[src/rtl/cmplx_amo_engine_pkg.sv]
// rtl/cmplx_amo_engine_pkg.sv - shared enums and AMO funct5 encodings for the AMO engine
package cmplx_amo_engine_pkg;

  typedef enum logic [1:0] {
    KIND_AMO  = 2'b00,
    KIND_LR   = 2'b01,
    KIND_SC   = 2'b10,
    KIND_RSVD = 2'b11
  } amo_kind_e;

  localparam logic [4:0] AMO_ADD  = 5'h00;
  localparam logic [4:0] AMO_SWAP = 5'h01;
  localparam logic [4:0] AMO_XOR  = 5'h04;
  localparam logic [4:0] AMO_OR   = 5'h08;
  localparam logic [4:0] AMO_AND  = 5'h0C;
  localparam logic [4:0] AMO_MIN  = 5'h10;
  localparam logic [4:0] AMO_MAX  = 5'h14;
  localparam logic [4:0] AMO_MINU = 5'h18;
  localparam logic [4:0] AMO_MAXU = 5'h1C;

  typedef enum logic [2:0] {
    S_IDLE,
    S_RD_REQ,
    S_RD_WAIT,
    S_WR_REQ,
    S_WR_WAIT,
    S_DRAIN,
    S_DONE
  } cmplx_amo_fsm_e;

endpackage

[src/rtl/cmplx_amo_engine_if.sv]
// rtl/cmplx_amo_engine_if.sv - LSU request/response channel between the AMO engine and the LS pipeline
interface cmplx_amo_engine_if #(
  parameter int DW = 32,
  parameter int AW = 32
);
  logic          req_valid;
  logic          req_rdy;
  logic          req_we;
  logic [AW-1:0] req_addr;
  logic [DW-1:0] req_wdata;
  logic          rsp_valid;
  logic          rsp_err;
  logic [DW-1:0] rsp_rdata;

  modport master (
    output req_valid, req_we, req_addr, req_wdata,
    input  req_rdy, rsp_valid, rsp_err, rsp_rdata
  );

  modport slave (
    input  req_valid, req_we, req_addr, req_wdata,
    output req_rdy, rsp_valid, rsp_err, rsp_rdata
  );
endinterface

[src/rtl/cmplx_amo_alu.sv]
// rtl/cmplx_amo_alu.sv - combinational AMO read-modify-write datapath
module cmplx_amo_alu
  import cmplx_amo_engine_pkg::*;
#(
  parameter int DW = 32
) (
  input  logic [4:0]    op_i,
  input  logic [DW-1:0] rdata_i,
  input  logic [DW-1:0] rs2_i,
  output logic [DW-1:0] wdata_o,
  output logic          illegal_o
);

  always_comb begin
    wdata_o   = rdata_i;
    illegal_o = 1'b0;
    case (op_i)
      AMO_ADD:  wdata_o = rdata_i + rs2_i;
      AMO_SWAP: wdata_o = rs2_i;
      AMO_XOR:  wdata_o = rdata_i ^ rs2_i;
      AMO_OR:   wdata_o = rdata_i | rs2_i;
      AMO_AND:  wdata_o = rdata_i & rs2_i;
      AMO_MIN:  wdata_o = ($signed(rdata_i) < $signed(rs2_i)) ? rdata_i : rs2_i;
      AMO_MAX:  wdata_o = ($signed(rdata_i) > $signed(rs2_i)) ? rdata_i : rs2_i;
      AMO_MINU: wdata_o = (rdata_i < rs2_i) ? rdata_i : rs2_i;
      AMO_MAXU: wdata_o = (rdata_i > rs2_i) ? rdata_i : rs2_i;
      default:  illegal_o = 1'b1;
    endcase
  end

endmodule

[src/rtl/cmplx_amo_engine.sv]
// rtl/cmplx_amo_engine.sv - AMO/LR/SC sequencer driving the LS pipeline; LR/SC built only with KUDU_AMO_LRSC_EN
module cmplx_amo_engine
  import cmplx_amo_engine_pkg::*;
#(
  parameter int DW             = 32,
  parameter int AW             = 32,
  parameter int RESV_GRAN_LOG2 = 3,
  parameter int RESV_TIMEOUT   = 64
) (
  input  logic               clk_i,
  input  logic               rst_i,
  input  logic               flush_i,
  input  logic               start_i,
  input  logic [1:0]         kind_i,
  input  logic [4:0]         op_i,
  input  logic [AW-1:0]      addr_i,
  input  logic [DW-1:0]      rs2_i,
  input  logic [4:0]         rd_i,
  output logic               busy_o,
  output logic               done_o,
  output logic               err_o,
  output logic               rd_wr_o,
  output logic [4:0]         rd_o,
  output logic [DW-1:0]      rd_wdata_o,
  cmplx_amo_engine_if.master lsu,
  input  logic               snoop_wr_valid_i,
  input  logic [AW-1:0]      snoop_wr_addr_i
);

  cmplx_amo_fsm_e state_q, state_d;
  amo_kind_e      kind_q, kind_d;
  logic [4:0]     op_q, op_d, rd_q, rd_d;
  logic [AW-1:0]  addr_q, addr_d;
  logic [DW-1:0]  rs2_q, rs2_d, rdata_q, rdata_d, result_q, result_d;
  logic           err_q, err_d, rdwr_q, rdwr_d;
  logic           req_valid_q, req_valid_d, req_we_q, req_we_d;
  logic           resv_set, resv_clr, amo_wr_done;
  logic           req_hs, alu_illegal;
  logic [4:0]     alu_op;
  logic [DW-1:0]  alu_wdata;

  assign req_hs = lsu.req_valid && lsu.req_rdy;
  // While idle the ALU decodes the incoming funct5 so an illegal op is rejected at start.
  assign alu_op = (state_q == S_IDLE) ? op_i : op_q;

  cmplx_amo_alu #(.DW(DW)) u_alu (
    .op_i      (alu_op),
    .rdata_i   (rdata_q),
    .rs2_i     (rs2_q),
    .wdata_o   (alu_wdata),
    .illegal_o (alu_illegal)
  );

`ifdef KUDU_AMO_LRSC_EN
  localparam int GW = AW - RESV_GRAN_LOG2;
  localparam int CW = $clog2(RESV_TIMEOUT + 1);

  logic          resv_valid_q, resv_valid_d;
  logic [GW-1:0] resv_gran_q, resv_gran_d;
  logic [CW-1:0] resv_cnt_q, resv_cnt_d;
  logic          snoop_hit, sc_ok, amo_hit;

  assign snoop_hit = resv_valid_q && snoop_wr_valid_i &&
                     (snoop_wr_addr_i[AW-1:RESV_GRAN_LOG2] == resv_gran_q);
  assign sc_ok     = resv_valid_q && !snoop_hit &&
                     (addr_i[AW-1:RESV_GRAN_LOG2] == resv_gran_q);
  assign amo_hit   = amo_wr_done && (addr_q[AW-1:RESV_GRAN_LOG2] == resv_gran_q);

  // A completing LR outranks every clear source raised in the same cycle.
  always_comb begin
    resv_valid_d = resv_valid_q;
    resv_gran_d  = resv_gran_q;
    resv_cnt_d   = resv_cnt_q;
    if (resv_set) begin
      resv_valid_d = 1'b1;
      resv_gran_d  = addr_q[AW-1:RESV_GRAN_LOG2];
      resv_cnt_d   = CW'(RESV_TIMEOUT);
    end else if (resv_clr || snoop_hit || amo_hit || (resv_valid_q && resv_cnt_q == CW'(1))) begin
      resv_valid_d = 1'b0;
      resv_cnt_d   = '0;
    end else if (resv_valid_q) begin
      resv_cnt_d   = resv_cnt_q - CW'(1);
    end
  end

  always_ff @(posedge clk_i or posedge rst_i) begin
    if (rst_i) begin
      resv_valid_q <= 1'b0;
      resv_gran_q  <= '0;
      resv_cnt_q   <= '0;
    end else begin
      resv_valid_q <= resv_valid_d;
      resv_gran_q  <= resv_gran_d;
      resv_cnt_q   <= resv_cnt_d;
    end
  end
`else
  localparam int unused_resv_params = RESV_GRAN_LOG2 + RESV_TIMEOUT;
  logic unused_resv;
  assign unused_resv = ^{resv_set, resv_clr, amo_wr_done, snoop_wr_valid_i, snoop_wr_addr_i};
`endif

  always_comb begin
    state_d     = state_q;
    kind_d      = kind_q;
    op_d        = op_q;
    addr_d      = addr_q;
    rs2_d       = rs2_q;
    rd_d        = rd_q;
    rdata_d     = rdata_q;
    result_d    = result_q;
    err_d       = err_q;
    rdwr_d      = rdwr_q;
    resv_set    = 1'b0;
    resv_clr    = 1'b0;
    amo_wr_done = 1'b0;
    if (flush_i) begin
      resv_clr = 1'b1;
      // An accepted request still owes one response, which DRAIN absorbs.
      case (state_q)
        S_RD_REQ, S_WR_REQ:   state_d = req_hs ? S_DRAIN : S_IDLE;
        S_RD_WAIT, S_WR_WAIT: state_d = lsu.rsp_valid ? S_IDLE : S_DRAIN;
        S_DRAIN:              state_d = lsu.rsp_valid ? S_IDLE : S_DRAIN;
        default:              state_d = S_IDLE;
      endcase
    end else begin
      case (state_q)
        S_IDLE: if (start_i) begin
          kind_d   = amo_kind_e'(kind_i);
          op_d     = op_i;
          addr_d   = addr_i;
          rs2_d    = rs2_i;
          rd_d     = rd_i;
          err_d    = 1'b0;
          rdwr_d   = 1'b0;
          result_d = '0;
          case (amo_kind_e'(kind_i))
            KIND_AMO: begin
              state_d = alu_illegal ? S_DONE : S_RD_REQ;
              err_d   = alu_illegal;
            end
`ifdef KUDU_AMO_LRSC_EN
            KIND_LR: state_d = S_RD_REQ;
            KIND_SC: begin
              resv_clr = 1'b1;
              if (sc_ok) begin
                state_d = S_WR_REQ;
              end else begin
                state_d  = S_DONE;
                rdwr_d   = 1'b1;
                result_d = DW'(1);
              end
            end
`endif
            default: begin
              state_d = S_DONE;
              err_d   = 1'b1;
            end
          endcase
        end
        S_RD_REQ: if (req_hs) state_d = S_RD_WAIT;
        S_RD_WAIT: if (lsu.rsp_valid) begin
          if (lsu.rsp_err) begin
            state_d  = S_DONE;
            err_d    = 1'b1;
            resv_clr = 1'b1;
          end else begin
            rdata_d  = lsu.rsp_rdata;
            result_d = lsu.rsp_rdata;
            rdwr_d   = 1'b1;
            if (kind_q == KIND_LR) begin
              state_d  = S_DONE;
              resv_set = 1'b1;
            end else begin
              state_d = S_WR_REQ;
            end
          end
        end
        S_WR_REQ: if (req_hs) state_d = S_WR_WAIT;
        S_WR_WAIT: if (lsu.rsp_valid) begin
          state_d = S_DONE;
          if (lsu.rsp_err) begin
            err_d    = 1'b1;
            rdwr_d   = 1'b0;
            resv_clr = 1'b1;
          end else if (kind_q == KIND_AMO) begin
            amo_wr_done = 1'b1;
          end else begin
            rdwr_d = 1'b1;
          end
        end
        S_DRAIN: if (lsu.rsp_valid) state_d = S_IDLE;
        default: state_d = S_IDLE;
      endcase
    end
    req_valid_d = (state_d == S_RD_REQ) || (state_d == S_WR_REQ);
    req_we_d    = (state_d == S_WR_REQ);
  end

  always_ff @(posedge clk_i or posedge rst_i) begin
    if (rst_i) begin
      state_q     <= S_IDLE;
      kind_q      <= KIND_AMO;
      op_q        <= '0;
      addr_q      <= '0;
      rs2_q       <= '0;
      rd_q        <= '0;
      rdata_q     <= '0;
      result_q    <= '0;
      err_q       <= 1'b0;
      rdwr_q      <= 1'b0;
      req_valid_q <= 1'b0;
      req_we_q    <= 1'b0;
    end else begin
      state_q     <= state_d;
      kind_q      <= kind_d;
      op_q        <= op_d;
      addr_q      <= addr_d;
      rs2_q       <= rs2_d;
      rd_q        <= rd_d;
      rdata_q     <= rdata_d;
      result_q    <= result_d;
      err_q       <= err_d;
      rdwr_q      <= rdwr_d;
      req_valid_q <= req_valid_d;
      req_we_q    <= req_we_d;
    end
  end

  assign busy_o        = (state_q != S_IDLE);
  assign done_o        = (state_q == S_DONE) && !flush_i;
  assign err_o         = done_o && err_q;
  assign rd_wr_o       = done_o && rdwr_q;
  assign rd_o          = rd_q;
  assign rd_wdata_o    = result_q;
  assign lsu.req_valid = req_valid_q;
  assign lsu.req_we    = req_we_q;
  assign lsu.req_addr  = addr_q;
  assign lsu.req_wdata = (kind_q == KIND_AMO) ? alu_wdata : rs2_q;

endmodule

[src/flat_wrapper.sv]
// flat-port wrapper written by rule: the top's interface ports become plain ports
module cmplx_amo_engine_flat import cmplx_amo_engine_pkg::*;
#(
  parameter int DW             = 32,
  parameter int AW             = 32,
  parameter int RESV_GRAN_LOG2 = 3,
  parameter int RESV_TIMEOUT   = 64
)
  (clk_i, rst_i, flush_i, start_i, kind_i, op_i, addr_i, rs2_i, rd_i, busy_o, done_o, err_o, rd_wr_o, rd_o, rd_wdata_o, snoop_wr_valid_i, snoop_wr_addr_i, lsu_req_valid, lsu_req_we, lsu_req_addr, lsu_req_wdata, lsu_req_rdy, lsu_rsp_valid, lsu_rsp_err, lsu_rsp_rdata);
  cmplx_amo_engine_if #(.DW(DW), .AW(AW)) lsu_i ();
  input  logic clk_i;
  input  logic rst_i;
  input  logic flush_i;
  input  logic start_i;
  input  logic [1:0] kind_i;
  input  logic [4:0] op_i;
  input  logic [AW-1:0] addr_i;
  input  logic [DW-1:0] rs2_i;
  input  logic [4:0] rd_i;
  output logic busy_o;
  output logic done_o;
  output logic err_o;
  output logic rd_wr_o;
  output logic [4:0] rd_o;
  output logic [DW-1:0] rd_wdata_o;
  input  logic snoop_wr_valid_i;
  input  logic [AW-1:0] snoop_wr_addr_i;
  output wire logic [$bits(lsu_i.req_valid)-1:0] lsu_req_valid;
  output wire logic [$bits(lsu_i.req_we)-1:0] lsu_req_we;
  output wire logic [$bits(lsu_i.req_addr)-1:0] lsu_req_addr;
  output wire logic [$bits(lsu_i.req_wdata)-1:0] lsu_req_wdata;
  input wire logic [$bits(lsu_i.req_rdy)-1:0] lsu_req_rdy;
  input wire logic [$bits(lsu_i.rsp_valid)-1:0] lsu_rsp_valid;
  input wire logic [$bits(lsu_i.rsp_err)-1:0] lsu_rsp_err;
  input wire logic [$bits(lsu_i.rsp_rdata)-1:0] lsu_rsp_rdata;
  assign lsu_req_valid = lsu_i.req_valid;
  assign lsu_req_we = lsu_i.req_we;
  assign lsu_req_addr = lsu_i.req_addr;
  assign lsu_req_wdata = lsu_i.req_wdata;
  assign lsu_i.req_rdy = lsu_req_rdy;
  assign lsu_i.rsp_valid = lsu_rsp_valid;
  assign lsu_i.rsp_err = lsu_rsp_err;
  assign lsu_i.rsp_rdata = lsu_rsp_rdata;
  cmplx_amo_engine #(.DW(DW), .AW(AW), .RESV_GRAN_LOG2(RESV_GRAN_LOG2), .RESV_TIMEOUT(RESV_TIMEOUT)) u_core (.clk_i(clk_i), .rst_i(rst_i), .flush_i(flush_i), .start_i(start_i), .kind_i(kind_i), .op_i(op_i), .addr_i(addr_i), .rs2_i(rs2_i), .rd_i(rd_i), .busy_o(busy_o), .done_o(done_o), .err_o(err_o), .rd_wr_o(rd_wr_o), .rd_o(rd_o), .rd_wdata_o(rd_wdata_o), .lsu(lsu_i), .snoop_wr_valid_i(snoop_wr_valid_i), .snoop_wr_addr_i(snoop_wr_addr_i));
endmodule
[config.mk]
export PLATFORM = sky130hd
export DESIGN_NAME = cmplx_amo_engine_flat
export DESIGN_NICKNAME = d
export VERILOG_FILES = /design/src/rtl/cmplx_amo_engine_pkg.sv /design/src/rtl/cmplx_amo_engine_if.sv /design/src/rtl/cmplx_amo_alu.sv /design/src/rtl/cmplx_amo_engine.sv /design/src/flat_wrapper.sv
export SDC_FILE = /design/constraint.sdc
export NUM_CORES = 1
export LEC_CHECK = 0
export CORE_ASPECT_RATIO = 0.6
export CORE_MARGIN = 5
export CORE_UTILIZATION = 40
export DETAILED_ROUTE_END_ITERATION = 12
export PLACE_DENSITY_LB_ADDON = 0.2
export SYNTH_ARGS = -nofsm -noshare
export SYNTH_HDL_FRONTEND = slang
export SYNTH_SLANG_ARGS = --single-unit
export TNS_END_PERCENT = 20
[constraint.sdc]
create_clock -name clk_i -period 4.7 [get_ports clk_i]
set_input_delay 0.705 -clock clk_i [delete_from_list [all_inputs] [get_ports clk_i]]
set_output_delay 0.705 -clock clk_i [all_outputs]
set_load 0.02 [all_outputs]
Word-level counts from Yosys, hierarchy flattened
Index checks and enable logic that the tools add are counted.
{ "totals": {"reg_bits": 147, "in_bits": 148, "out_inout_bits": 107, "elab_cells": 108} }
{ "op_classes": {"add_sub_neg": 1, "n_lt_le_gt_ge": 4, "n_eq_ne": 24, "muxes": 39, "bitwise_logic": 5, "reduce_logical": 23} }
{ "ops": {"columns": ["op", "n"], "rows": [
  ["one-hot mux 32 bit (9 select lines)", 1],
  ["two-way mux 32 bit", 8],
  ["greater-than comparator 32 bit", 2],
  ["< comparator 32 bit", 2],
  ["one-hot mux 32 bit (2 select lines)", 1],
  ["two-way mux 3 bit", 13],
  ["adder 32 bit", 1],
  ["AND 32 bit", 1],
  ["bitwise OR 32 bit", 1],
  ["XOR 32 bit", 1],
  ["equality test 5 bit (second input constant)", 4],
  ["one-hot mux 3 bit (6 select lines)", 1],
  ["two-way mux 1 bit", 11],
  ["equality test 5 x 4 -> 1 bit (second input constant)", 2],
  ["AND reduction 5 bit", 2],
  ["equality test 3 x 2 -> 1 bit (second input constant)", 3],
  ["equality test 3 bit (second input constant)", 3],
  ["OR reduction 9 bit", 1],
  ["inequality test 2 bit (second input constant)", 4],
  ["AND reduction 7 bit", 1],
  ["equality test 3 x 1 -> 1 bit (second input constant)", 2],
  ["one-hot mux 3 bit (2 select lines)", 1],
  ["nonzero test 3 bit", 2],
  ["equality test 5 x 1 -> 1 bit (second input constant)", 1],
  ["other kinds (19)", 27]
]} }

Longest topological paths before layout
Gate-level depths: netlist of run 1.
{ "logic_depth": {"depth_word": 11, "ltp_mapped": 14, "mapped_depth_nobuf": 11} }

By module
A second synthesis of run 1 with hierarchy kept.
{ "hier_totals": {"hier_cells": 1194, "area_unflattened_um2": 11556.1} }
{ "by_module_without_submodules": {"columns": ["mod", "instances", "cells_each", "area_each_um2", "seq_area_each_um2"], "rows": [
  ["cmplx_amo_engine", 1, 420, 6316.1, 3678.5],
  ["cmplx_amo_alu", 1, 774, 5240.0, 0.0]
]} }

Worst setup path before layout of run 1
No wires, ideal clock.
{ "synth_path": {"path_kind": "reg2out", "from": "register u_core.rs2_q[30]", "to": "output port lsu_req_wdata[25]", "t_arrival_ps": 3252, "t_required_ps": 3995, "setup_slack_ps": 743, "stages_incl_launch_ff": 13, "n_path_buf": 1, "path_cell_list": "dfrtp_1 > inv_1 > ha_1 > nor2_1 > a221oi_1 > o21bai_1 > or4_4 > o211ai_2 > and3_1 > buf_2 > nor2_1 > o21a_1 > a221oi_1"} }
{ "synth_via": {"elab_chain_len": 4, "elab_cells_between_ends": 10, "classes_between": "order compare: 4; mux: 6"} }
{ "synth_lines": {"columns": ["item", "line", "source"], "rows": [
  ["start, declared", "cmplx_amo_engine.sv:34", "logic [DW-1:0] rs2_q, rs2_d, rdata_q, rdata_d, result_q, result_d;"],
  ["start signal, assigned", "cmplx_amo_engine.sv:219", "rs2_q <= rs2_d;"],
  ["greater-than comparator 32 bit, or another cell as far along", "cmplx_amo_alu.sv:26", "AMO_MAXU: wdata_o = (rdata_i > rs2_i) ? rdata_i : rs2_i;"],
  ["two-way mux 32 bit, on equally long branches", null, null],
  ["one-hot mux 32 bit (9 select lines) (*)", "cmplx_amo_alu.sv:17", "case (op_i)"],
  ["two-way mux 32 bit (*)", "cmplx_amo_engine.sv:239", "assign lsu.req_wdata = (kind_q == KIND_AMO) ? alu_wdata : rs2_q;"],
  ["end, declared", "flat_wrapper.sv:31", "output wire logic [$bits(lsu_i.req_wdata)-1:0] lsu_req_wdata;"]
]} }
Every way passes the cells marked *; elsewhere a longest branch is shown, timed or not.

Worst setup path in the final report of run 1
{ "layout_path": {"from": "register u_core.rs2_q[15]", "to": "output port lsu_req_wdata[18]"} }
Same word-level chain as after synthesis.

==> results.tsv, run 1 <==
stage	metric	value	unit
pwr	combinational power share	0.718	
synth	Distinct cells, synth	87	
pwr	Clk pwr share	0.120	
floorplanning	initial core utilization	0.409	
detailed_routing	ANT nets after route	0	
grt	GRT met3 Usage	0.0722	
critical_path	CP Max Fanout	13	
final_layout	most frequent cells in the layout	clkdlybuf4s50_1, o21ai_0, dfrtp_1	
pwr	pwr dens	880	nW/um^2
synth	Most used DFF post-synth	dfrtp_1	
pwr	power after layout	13.5	mW
synth	top post-synthesis cells by area	dfrtp_1, ha_1, o21ai_0, nand2_1, mux2_2	
critical_path	R2R depth	10	
timing	hold violation total from the final report	0	
grt	busiest grt layer	met1	
critical_path	CP Launch Type	register	
timing	Final Max Tran Viols	0	
grt	initial antenna violation count	1	
clock_network	CTS sink count	147	
timing	setup tns final	0	ps
synth	total number of yosys warnings	0	
synth	Mapped Nets	1511	
job	# Max-Cap Violations	0	
synth	Synth area leader	dfrtp_1	
critical_path	FF-to-FF setup slack	1670	ps
final_layout	most common cell after layout, fill and taps aside	clkdlybuf4s50_1	
placement	pre-CTS setup slack	-164	ps
synth	Mapped Cells	1266	
clock_network	hold_buf cts	0	
timing	Least-Margin Pin Slew	924	ps
synth	synthesized area	10900	um^2
clock_network	CTS tree	yes	
final_layout	NumNets Final	1807	
pwr	Internal Pwr Total	6.98	mW
critical_path	Crit-path slowest cell	or4b_4	
timing	post-layout min period	4680	ps
final_layout	layout cells sized above 1	0.218	
detailed_routing	first drt pass iteration count	6	
pwr	sw frac	0.485	
grt	met2 Track Usage GR	0.359	
floorplanning	Rows	46	
timing	RSZ-0062 raised after global routing	yes	
floorplanning	width of the die	223	um
hold_path	Worst Hold Class	reg -> reg	
grt	first-pass GRT wire length	60.7	mm
hold_path	worst hold stages	2	
floorplanning	# IOs	255	
final_layout	utilization after layout	0.578	
pwr	Worst VDD drop	0.000405	V
floorplanning	Die H	138	um
synth	Synth async-reset ratio	1.00	
critical_path	required time worst endpoint	3990	ps
floorplanning	Core Footprint	26600	um^2
clock_network	CTS Buffer Depth	2	
clock_network	H-tree Lvls	4	
clock_network	total CTS buffers	17	
detailed_routing	vias per cell	5.66	
placement	port bufs	221	
clock_network	clock-pin transition on the worst setup and hold timing paths	60	ps
timing	Max Freq	0.214	GHz
synth	Post-synth EDFFs	0	
detailed_routing	vias post-DR	11000	
run_status	run status	complete, no violations	
grt	Global Route Usage Sum	0.249	
pwr	Leakage	6.59	nW
synth	Yosys top cell area share	0.338	
grt	vias in the first global route	10700	
critical_path	arrival time worst endpoint	3980	ps
clock_network	clk_lat worst skew	450	ps
timing	period utilization	0.996	
detailed_routing	initial drt markers	910	
detailed_routing	DRC errors left	0	
grt	GRT overflow	0	
placement	placed cell count	1877	
synth	Synth Area per Inst	8.61	um^2
pwr	Psw	6.56	mW
clock_network	CTS Root Cell	clkbuf_16	
pwr	sequential power share	0.162	
critical_path	Cell Chain, Critical Path	inv_2, ha_4, nor4_4, nand4_1, buf_6, or4b_4, o21ai_2, o21ai_2, o22a_4, buf_6, a211o_1, a21oi_1, o221ai_1, clkdlybuf4s15_1	
detailed_routing	final WL	39.1	mm
grt	largest net degree at the start of global routing	112	
grt	met1 Use GR	0.371	
timing	Final setup viols	0	
synth	flop and latch count out of synthesis	147	
synth	post-synthesis sequential area ratio	0.338	
critical_path	CP max stage delay	500	ps
timing	Relative slew margins	0.384	
critical_path	critical path type	reg -> out	
timing	Final Skew	13.2	ps
floorplanning	DIE AREA	30700	um^2
detailed_routing	routed len/inst	20.2	um
placement	dpl hpwl	28.0	mm
final_layout	area grow syn2layout	41.3	%
final_layout	Finished Layout Cells	1936	
critical_path	Worst setup EP type	output port	
placement	GPL Wtd Cong	0.934	
timing	setup ws final	18.1	ps
## critical path: cells and delay by family (launching register included)
family	cells	cell delay (ps)
AO/OA/AOI/OAI	6	1060
AND/OR/NAND/NOR	3	1080
adder cells (fa/ha/maj)	1	210
buffers and inverters	4	760
flip-flops	1	410
## power by group through the flow
stage	registers, mW	logic (mW)	clock network (mW)
floorplan	2.42	5.01	0
global placement	2.19	8.73	0
global route	2.27	10.5	1.70
detailed placement	2.21	8.82	0
finish	2.19	9.73	1.62
CTS	2.18	9.10	1.65
## cell families (layout without fill, tap and decap cells)
kind of cell	after synthesis	in the layout	synth area share
AOI/OAI and AO/OA	450	450	0.275
xor gates and xnor gates	13	13	0.0105
adders and majority gates	97	97	0.112
buffers and inverters	173	482	0.0636
DFF	147	147	0.338
muxes	51	51	0.0519
other	0	1	0
and+or+nand+nor	335	335	0.149
## flip-flops by register name, summed over array words and instances (netlist names)
signal and count:
u_core.lsu.req_valid 1, u_core.rd_wdata_o 32, u_core.state_q 3, u_core.lsu.req_addr 32, u_core.err_q 1, u_core.rs2_q 32
u_core.op_q 5, u_core.rd_o 5, u_core.kind_q 2, u_core.rdwr_q 1, u_core.lsu.req_we 1, u_core.rdata_q 32
## stage by stage
step	area (um^2)	hold slack [ps]
finish	15400	487
floorplan	10900	472
detailed placement	14100	465
CTS	15100	488
global route	15400	519
global placement	14100	454
## path summary, 6_finish.rpt
check	start	end
setup reg to reg	u_core.state_q[2]	u_core.rdata_q[13]
setup / recovery	u_core.rs2_q[15]	lsu_req_wdata[18]
hold reg to reg	u_core.rd_wdata_o[31]	u_core.rd_wdata_o[31]
max in group asynchronous	rst_i	u_core.lsu.req_addr[1]
hold / removal	u_core.rd_wdata_o[31]	u_core.rd_wdata_o[31]
min in group asynchronous	rst_i	u_core.lsu.req_addr[17]
## layer usage
metal	part of all wire	vias to the layer above	wire length, um
met1	0.48	5302	18800
met2	0.42	433	16600
li1	-	5182	-
met3	0.079	42	3090
met5	0	-	0
met4	0.016	0	628
## cell type report
cell class	instances	area [um^2]
fill	2393	11300
multi-input combinational	946	6990
sequential	147	3680
timing repair buffer	359	3240
clock buffer	21	460
tap	360	450
inverter	91	349
clock inverter	11	224
antenna	1	2.50
## cell usage after synthesis, drive strengths merged (4+ instances only)
cell type	n
o21ai	163
dfrtp	147
nand2	140
ha	96
inv	91
nor2	70
a21oi	69
clkbuf	63
mux2	44
a22o	35
nand3	27
a221oi	23
nor3	22
buf	19
a31oi	16
a21o	15
a22oi	13
nand2b	13
o22ai	12
a221o	11
xnor2	11
and2	9
or3	9
a211oi	8
nor2b	8
o2111ai	8
o211ai	8
o31ai	8
mux2i	7
o21bai	7
o221ai	7
and3	6
nand4	6
nor4	6
a21boi	5
nor3b	5
o211a	5
o2bb2ai	4
or2	4
## repair_timing
action	in CTS	in global routing
gates resized for setup	93	102
pin swaps	11	24
setup endpoints to repair	31	31
setup buffers	11	16
Note: power is estimated with default switching activity, not from simulation.
==> inputs of run 2 (changes only) <==
--- a/config.mk
+++ b/config.mk
@@ -5,8 +5,8 @@
 export SDC_FILE = /design/constraint.sdc
 export NUM_CORES = 1
 export LEC_CHECK = 0
-export CORE_ASPECT_RATIO = 0.6
-export CORE_MARGIN = 5
+export CORE_ASPECT_RATIO = 0.9
+export CORE_MARGIN = 1
 export CORE_UTILIZATION = 40
 export DETAILED_ROUTE_END_ITERATION = 12
 export PLACE_DENSITY_LB_ADDON = 0.2
==> results.tsv, run 2 (synthesis results as in run 1) <==
stage	metric	value	unit	change
run_status	run status	complete, no violations		
timing	Max Freq	0.214	GHz	+0.36%
detailed_routing	routed len/inst	18.3	um	-9.3%
critical_path	critical path type	reg -> out		
hold_path	worst hold stages	2		unchanged
clock_network	clock-pin transition on the worst setup and hold timing paths	60	ps	about the same
timing	post-layout min period	4670	ps	-16.8 ps
floorplanning	Core Footprint	26400	um^2	-0.87%
floorplanning	# IOs	255		unchanged
detailed_routing	final WL	37.0	mm	-5.5%
timing	Least-Margin Pin Slew	944	ps	+19.7 ps
floorplanning	initial core utilization	0.412		+0.00360
placement	port bufs	221		unchanged
critical_path	arrival time worst endpoint	3960	ps	-20 ps
floorplanning	Rows	56		+22%
clock_network	CTS Buffer Depth	2		unchanged
hold_path	Worst Hold Class	reg -> reg		
grt	initial antenna violation count	1		unchanged
job	# Max-Cap Violations	0		unchanged
critical_path	CP Max Fanout	10		-3
grt	Global Route Usage Sum	0.270		+0.0206
final_layout	layout cells sized above 1	0.243		+0.0250
timing	RSZ-0062 raised after global routing	yes		
detailed_routing	vias post-DR	11200		+2.5%
critical_path	Worst setup EP type	output port		
detailed_routing	first drt pass iteration count	5		-1
timing	Final setup viols	0		unchanged
pwr	Leakage	7.02	nW	+6.5%
clock_network	CTS tree	yes		
clock_network	H-tree Lvls	4		unchanged
clock_network	CTS Root Cell	clkbuf_16		
detailed_routing	vias per cell	5.57		-1.5%
final_layout	most common cell after layout, fill and taps aside	buf_4		
critical_path	required time worst endpoint	3990	ps	about the same
timing	period utilization	0.993		-0.00356
detailed_routing	initial drt markers	893		-1.9%
final_layout	area of the multi-input gates	6840	um^2	-2.2%
floorplanning	DIE AREA	27900	um^2	-9.2%
clock_network	CTS sink count	147		unchanged
grt	first-pass GRT wire length	58.6	mm	-3.5%
final_layout	most frequent cells in the layout	buf_4, clkdlybuf4s50_1, o21ai_0		
final_layout	NumNets Final	1900		+5.1%
pwr	Worst VDD drop	0.000369	V	-8.9%
placement	dpl hpwl	27.0	mm	-3.8%
grt	GRT overflow	0		unchanged
detailed_routing	DRC errors left	0		unchanged
grt	vias in the first global route	11100		+4.4%
final_layout	area grow syn2layout	45.4	%	
floorplanning	width of the die	176	um	-21%
timing	Relative slew margins	0.371		-0.0132
clock_network	clk_lat worst skew	450	ps	about the same
pwr	pwr dens	860	nW/um^2	-2.2%
floorplanning	Die H	159	um	+15%
final_layout	Fill cells	2346		-2.0%
critical_path	CP Launch Type	register		
timing	Final Max Tran Viols	0		unchanged
clock_network	hold_buf cts	0		unchanged
placement	GPL Wtd Cong	0.911		-2.4%
detailed_routing	ANT nets after route	0		unchanged
final_layout	storage element area	3680	um^2	-0.10%
timing	Final Skew	15.7	ps	+2.44 ps
final_layout	antenna cells	0		-1
critical_path	R2R depth	10		unchanged
grt	largest net degree at the start of global routing	104		-7.1%
timing	hold violation total from the final report	0		unchanged
timing	WHS	472	ps	-14.3 ps
timing	setup tns final	0	ps	unchanged
clock_network	total CTS buffers	17		unchanged
## run 2: cell types whose count changed in the layout (fill, tap and decap cells not counted), sizes merged
cell / previous run / this run
buf: 149 / 244
bufinv: 6 / 3
clkbuf: 32 / 28
clkdlybuf4s15: 8 / 6
clkinv: 4 / 2
diode: 1 / 0
inv: 92 / 101
## run 2: stage by stage
stage          utilization  setup WS (ps)  power (mW)  std cells  instance area, um^2
2_1_floorplan            -           43.7        7.44       1266                10900
3_3_place_gp         0.566           -190        11.5       1976                15000
3_5_place_dp         0.566           -214        11.7       1976                15000
4_1_cts              0.595           -114        13.3       2014                15700
5_1_grt              0.600          -82.4        14.6       2016                15800
6_report             0.600           34.9        13.6       2016                15800
## run 2: what timing repair did
action | CTS | global route
pin swaps | 4 | 18
setup buffers | 6 | 2
setup endpoints to repair | 32 | 31
gates resized for setup | 87 | 75
## run 2: layout make-up
cell class / instances / area share
multi-input cells: 946 / 0.432
repair buffers: 452 / 0.247
clock inverters: 15 / 0.0130
clock buffers: 17 / 0.0269
well taps: 348 / 0.0275
inverters: 91 / 0.0219
flip-flops and latches: 147 / 0.232
## run 2: layer usage
layer  up-vias  wire (um)  global-route usage
met2       447      16600               0.433
met3        61       3030              0.0671
li1       5369          -                   -
met4         2        725              0.0878
met1      5357      16500               0.355
met5         -         13                   0
## run 2: worst paths after layout
kind                       slack (ps)                   from                      end
min                               470  u_core.rd_wdata_o[29]    u_core.rd_wdata_o[29]
min reg2reg                       470  u_core.rd_wdata_o[29]    u_core.rd_wdata_o[29]
max                                30     u_core.rdata_q[31]         lsu_req_wdata[9]
max reg2reg                      1550      u_core.state_q[2]       u_core.rdata_q[11]
min in group asynchronous         860                  rst_i  u_core.lsu.req_addr[23]
max in group asynchronous        3040                  rst_i         u_core.rs2_q[22]
## run 2: worst max-delay path, stage by stage (launching register included)
cell	delay, ps
dfrtp_1	350
inv_1	60
ha_1	350
nor4_4	370
nand4_2	190
buf_6	170
or4b_4	530
o21ai_2	90
o21ai_2	80
o22a_2	280
buf_6	160
buf_12	150
a2111oi_1	410
o31ai_1	130
clkbuf_2	200
## run 2: where the power goes
part / switching, mW / internal [mW]
combinational: 5.48 / 4.53
sequential: 0.319 / 1.78
clock: 0.647 / 0.863
total: 6.44 / 7.18
==> inputs of run 3 (changes only) <==
--- a/config.mk
+++ b/config.mk
@@ -7,7 +7,7 @@
 export LEC_CHECK = 0
 export CORE_ASPECT_RATIO = 0.9
 export CORE_MARGIN = 1
-export CORE_UTILIZATION = 40
+export CORE_UTILIZATION = 43
 export DETAILED_ROUTE_END_ITERATION = 12
 export PLACE_DENSITY_LB_ADDON = 0.2
 export SYNTH_ARGS = -nofsm -noshare
==> results.tsv, run 3 (synthesis results as in run 1) <==
stage	metric	value	unit	change
final_layout	NumNets Final	1810		-4.7%
detailed_routing	met2 wire length	17.0	mm	+1.9%
critical_path	critical path type	reg -> out		
timing	RSZ-0062 raised after global routing	yes		
critical_path	CP most frequent cell	buf_4		
timing	period utilization	0.989		-0.00309
placement	port bufs	221		unchanged
timing	Relative slew margins	0.354		-0.0164
critical_path	CP max stage delay	400	ps	-130 ps
floorplanning	DIE AREA	26000	um^2	-6.9%
timing	post-layout min period	4650	ps	-14.5 ps
detailed_routing	DRC errors left	0		unchanged
floorplanning	Rows	54		-3.6%
critical_path	CP Launch Type	register		
placement	pre-CTS setup slack	-16.5	ps	+198 ps
critical_path	RR Startpoint	u_core.state_q[2]		
critical_path	Cell Chain, Critical Path	inv_1, ha_2, nor4_4, nand4_2, buf_4, nor2_4, o31a_1, o211ai_2, and3_2, buf_4, or3_4, a21o_1, dlygate4sd2_1		
timing	WHS	477	ps	+4.58 ps
clock_network	hold_buf cts	0		unchanged
job	# Max-Cap Violations	0		unchanged
critical_path	Worst Setup EP	lsu_req_wdata[4]		
grt	first-pass GRT wire length	57.1	mm	-2.6%
timing	Least-Margin Pin Slew	969	ps	+24.7 ps
detailed_routing	vias per cell	5.72		+2.6%
final_layout	fin area	15100	um^2	-4.7%
critical_path	CP Max Fanout	4		-6
timing	Final Max Tran Viols	0		unchanged
floorplanning	initial core utilization	0.444		+0.0318
timing	setup ws final	49.4	ps	+14.5 ps
grt	Global Route Usage Sum	0.281		+0.0110
pwr	power after layout	12.9	mW	-5.2%
critical_path	FF-to-FF End	u_core.rdata_q[13]		
clock_network	H-tree Lvls	4		unchanged
floorplanning	# IOs	255		unchanged
clock_network	CTS sink count	147		unchanged
clock_network	clk_lat worst skew	440	ps	about the same
grt	largest net degree at the start of global routing	87		-16%
pwr	pwr dens	855	nW/um^2	-0.54%
detailed_routing	ANT nets after route	0		unchanged
timing	Max Freq	0.215	GHz	+0.31%
detailed_routing	first drt pass iteration count	8		+3
clock_network	CTS Buffer Depth	2		unchanged
critical_path	R2R depth	9		-1
final_layout	most frequent cells in the layout	clkdlybuf4s50_1, o21ai_0, dfrtp_1		
run_status	run status	complete, no violations		
placement	post-place instance area	14200	um^2	-4.9%
detailed_routing	M1 wire length	16.2	mm	-1.9%
detailed_routing	final WL	36.5	mm	-1.1%
floorplanning	Die H	153	um	-3.5%
detailed_routing	routed len/inst	19.1	um	+4.1%
timing	setup tns final	0	ps	unchanged
critical_path	Worst setup EP type	output port		
timing	hold violation total from the final report	0		unchanged
timing	Final setup viols	0		unchanged
final_layout	area grow syn2layout	38.5	%	
pwr	Leakage	6.56	nW	-6.6%
grt	GRT overflow	0		unchanged
final_layout	most common cell after layout, fill and taps aside	clkdlybuf4s50_1		
critical_path	arrival time worst endpoint	3950	ps	about the same
hold_path	Worst Hold Class	reg -> reg		
floorplanning	Core Footprint	24500	um^2	-7.2%
detailed_routing	met3 WL	2.71	mm	-10%
detailed_routing	Max Used Layer	met4		
detailed_routing	initial drt markers	964		+8.0%
clock_network	CTS tree	yes		
clock_network	clock-pin transition on the worst setup and hold timing paths	60	ps	about the same
placement	GPL Wtd Cong	0.943		+3.5%
critical_path	FF-to-FF setup slack	1730	ps	+180 ps
critical_path	Crit-path slowest cell	or3_4		
final_layout	layout cells sized above 1	0.202		-0.0418
pwr	Worst VDD drop	0.000416	V	+13%
floorplanning	width of the die	170	um	-3.5%
clock_network	CTS Root Cell	clkbuf_16		
timing	Final Skew	12.1	ps	-3.58 ps
grt	vias in the first global route	10700		-3.9%
detailed_routing	vias post-DR	10900		-2.6%
placement	dpl hpwl	26.0	mm	-3.4%
critical_path	crit path launch	u_core.rs2_q[29]		
critical_path	required time worst endpoint	3990	ps	about the same
grt	initial antenna violation count	0		-1
clock_network	total CTS buffers	17		unchanged
==> run 3: cell count changes in the layout (fill, tap and decap cells not counted), moves of 4 or more <==
cell / before / now
buf_4: 229 / 136
dlygate4sd2_1: 2 / 8
inv_1: 81 / 86
inv_2: 9 / 4
inv_8: 6 / 1
buf_6: 5 / 1
==> run 3: worst min-delay path by stage <==
stage,start,to,slack [ps],cells past startpoint
2_1_floorplan,u_core.rdwr_q,u_core.rdwr_q,470,1
3_3_place_gp,u_core.rd_wdata_o[29],u_core.rd_wdata_o[29],450,2
3_5_place_dp,u_core.rd_wdata_o[31],u_core.rd_wdata_o[31],460,2
4_1_cts,u_core.rd_wdata_o[31],u_core.rd_wdata_o[31],480,2
5_1_grt,u_core.rd_wdata_o[29],u_core.rd_wdata_o[29],500,2
6_report,u_core.rd_wdata_o[29],u_core.rd_wdata_o[29],480,2
==> run 3: final cells by class <==
cell class | count | area (um^2)
fill | 2214 | 9430
tap | 336 | 420
clock buffer | 18 | 429
multi-input combinational | 946 | 6840
inverter | 91 | 347
antenna | 1 | 2.50
timing repair buffer | 362 | 3240
sequential | 147 | 3680
clock inverter | 13 | 125
==> run 3: metrics by stage <==
stage	utilization	std cells
2_1_floorplan	-	1266
3_3_place_gp	0.580	1865
6_report	0.615	1914
4_1_cts	0.607	1905
3_5_place_dp	0.580	1865
5_1_grt	0.615	1913
==> run 3: critical path: cells and delay by family, from the launching register on <==
| kind | cells | cell delay, ps |
|---|---|---|
| and+or+nand+nor | 5 | 1380 |
| DFF | 1 | 390 |
| AOI/OAI and AO/OA | 3 | 640 |
| adders and majority gates | 1 | 310 |
| buffers and inverters | 4 | 770 |
==> run 3: per-layer routing <==
metal,vias up,global-route usage
met3,44,0.0665
met1,5291,0.369
met2,431,0.458
met4,0,0.0768
met5,-,0
li1,5182,-
==> run 3: what timing repair did <==
item,CTS,global route
pin swaps,9,10
endpoints found under the hold margin,0,0
setup buffers,9,8
resized for setup,73,80
endpoints found under the setup margin,32,31
==> run 3: report_power, final <==
part           switching, mW  internal [mW]  total (mW)
Clock                  0.623          0.738        1.36
Sequential             0.390           1.78        2.17
Combinational           5.30           4.08        9.38
Total                   6.31           6.60        12.9
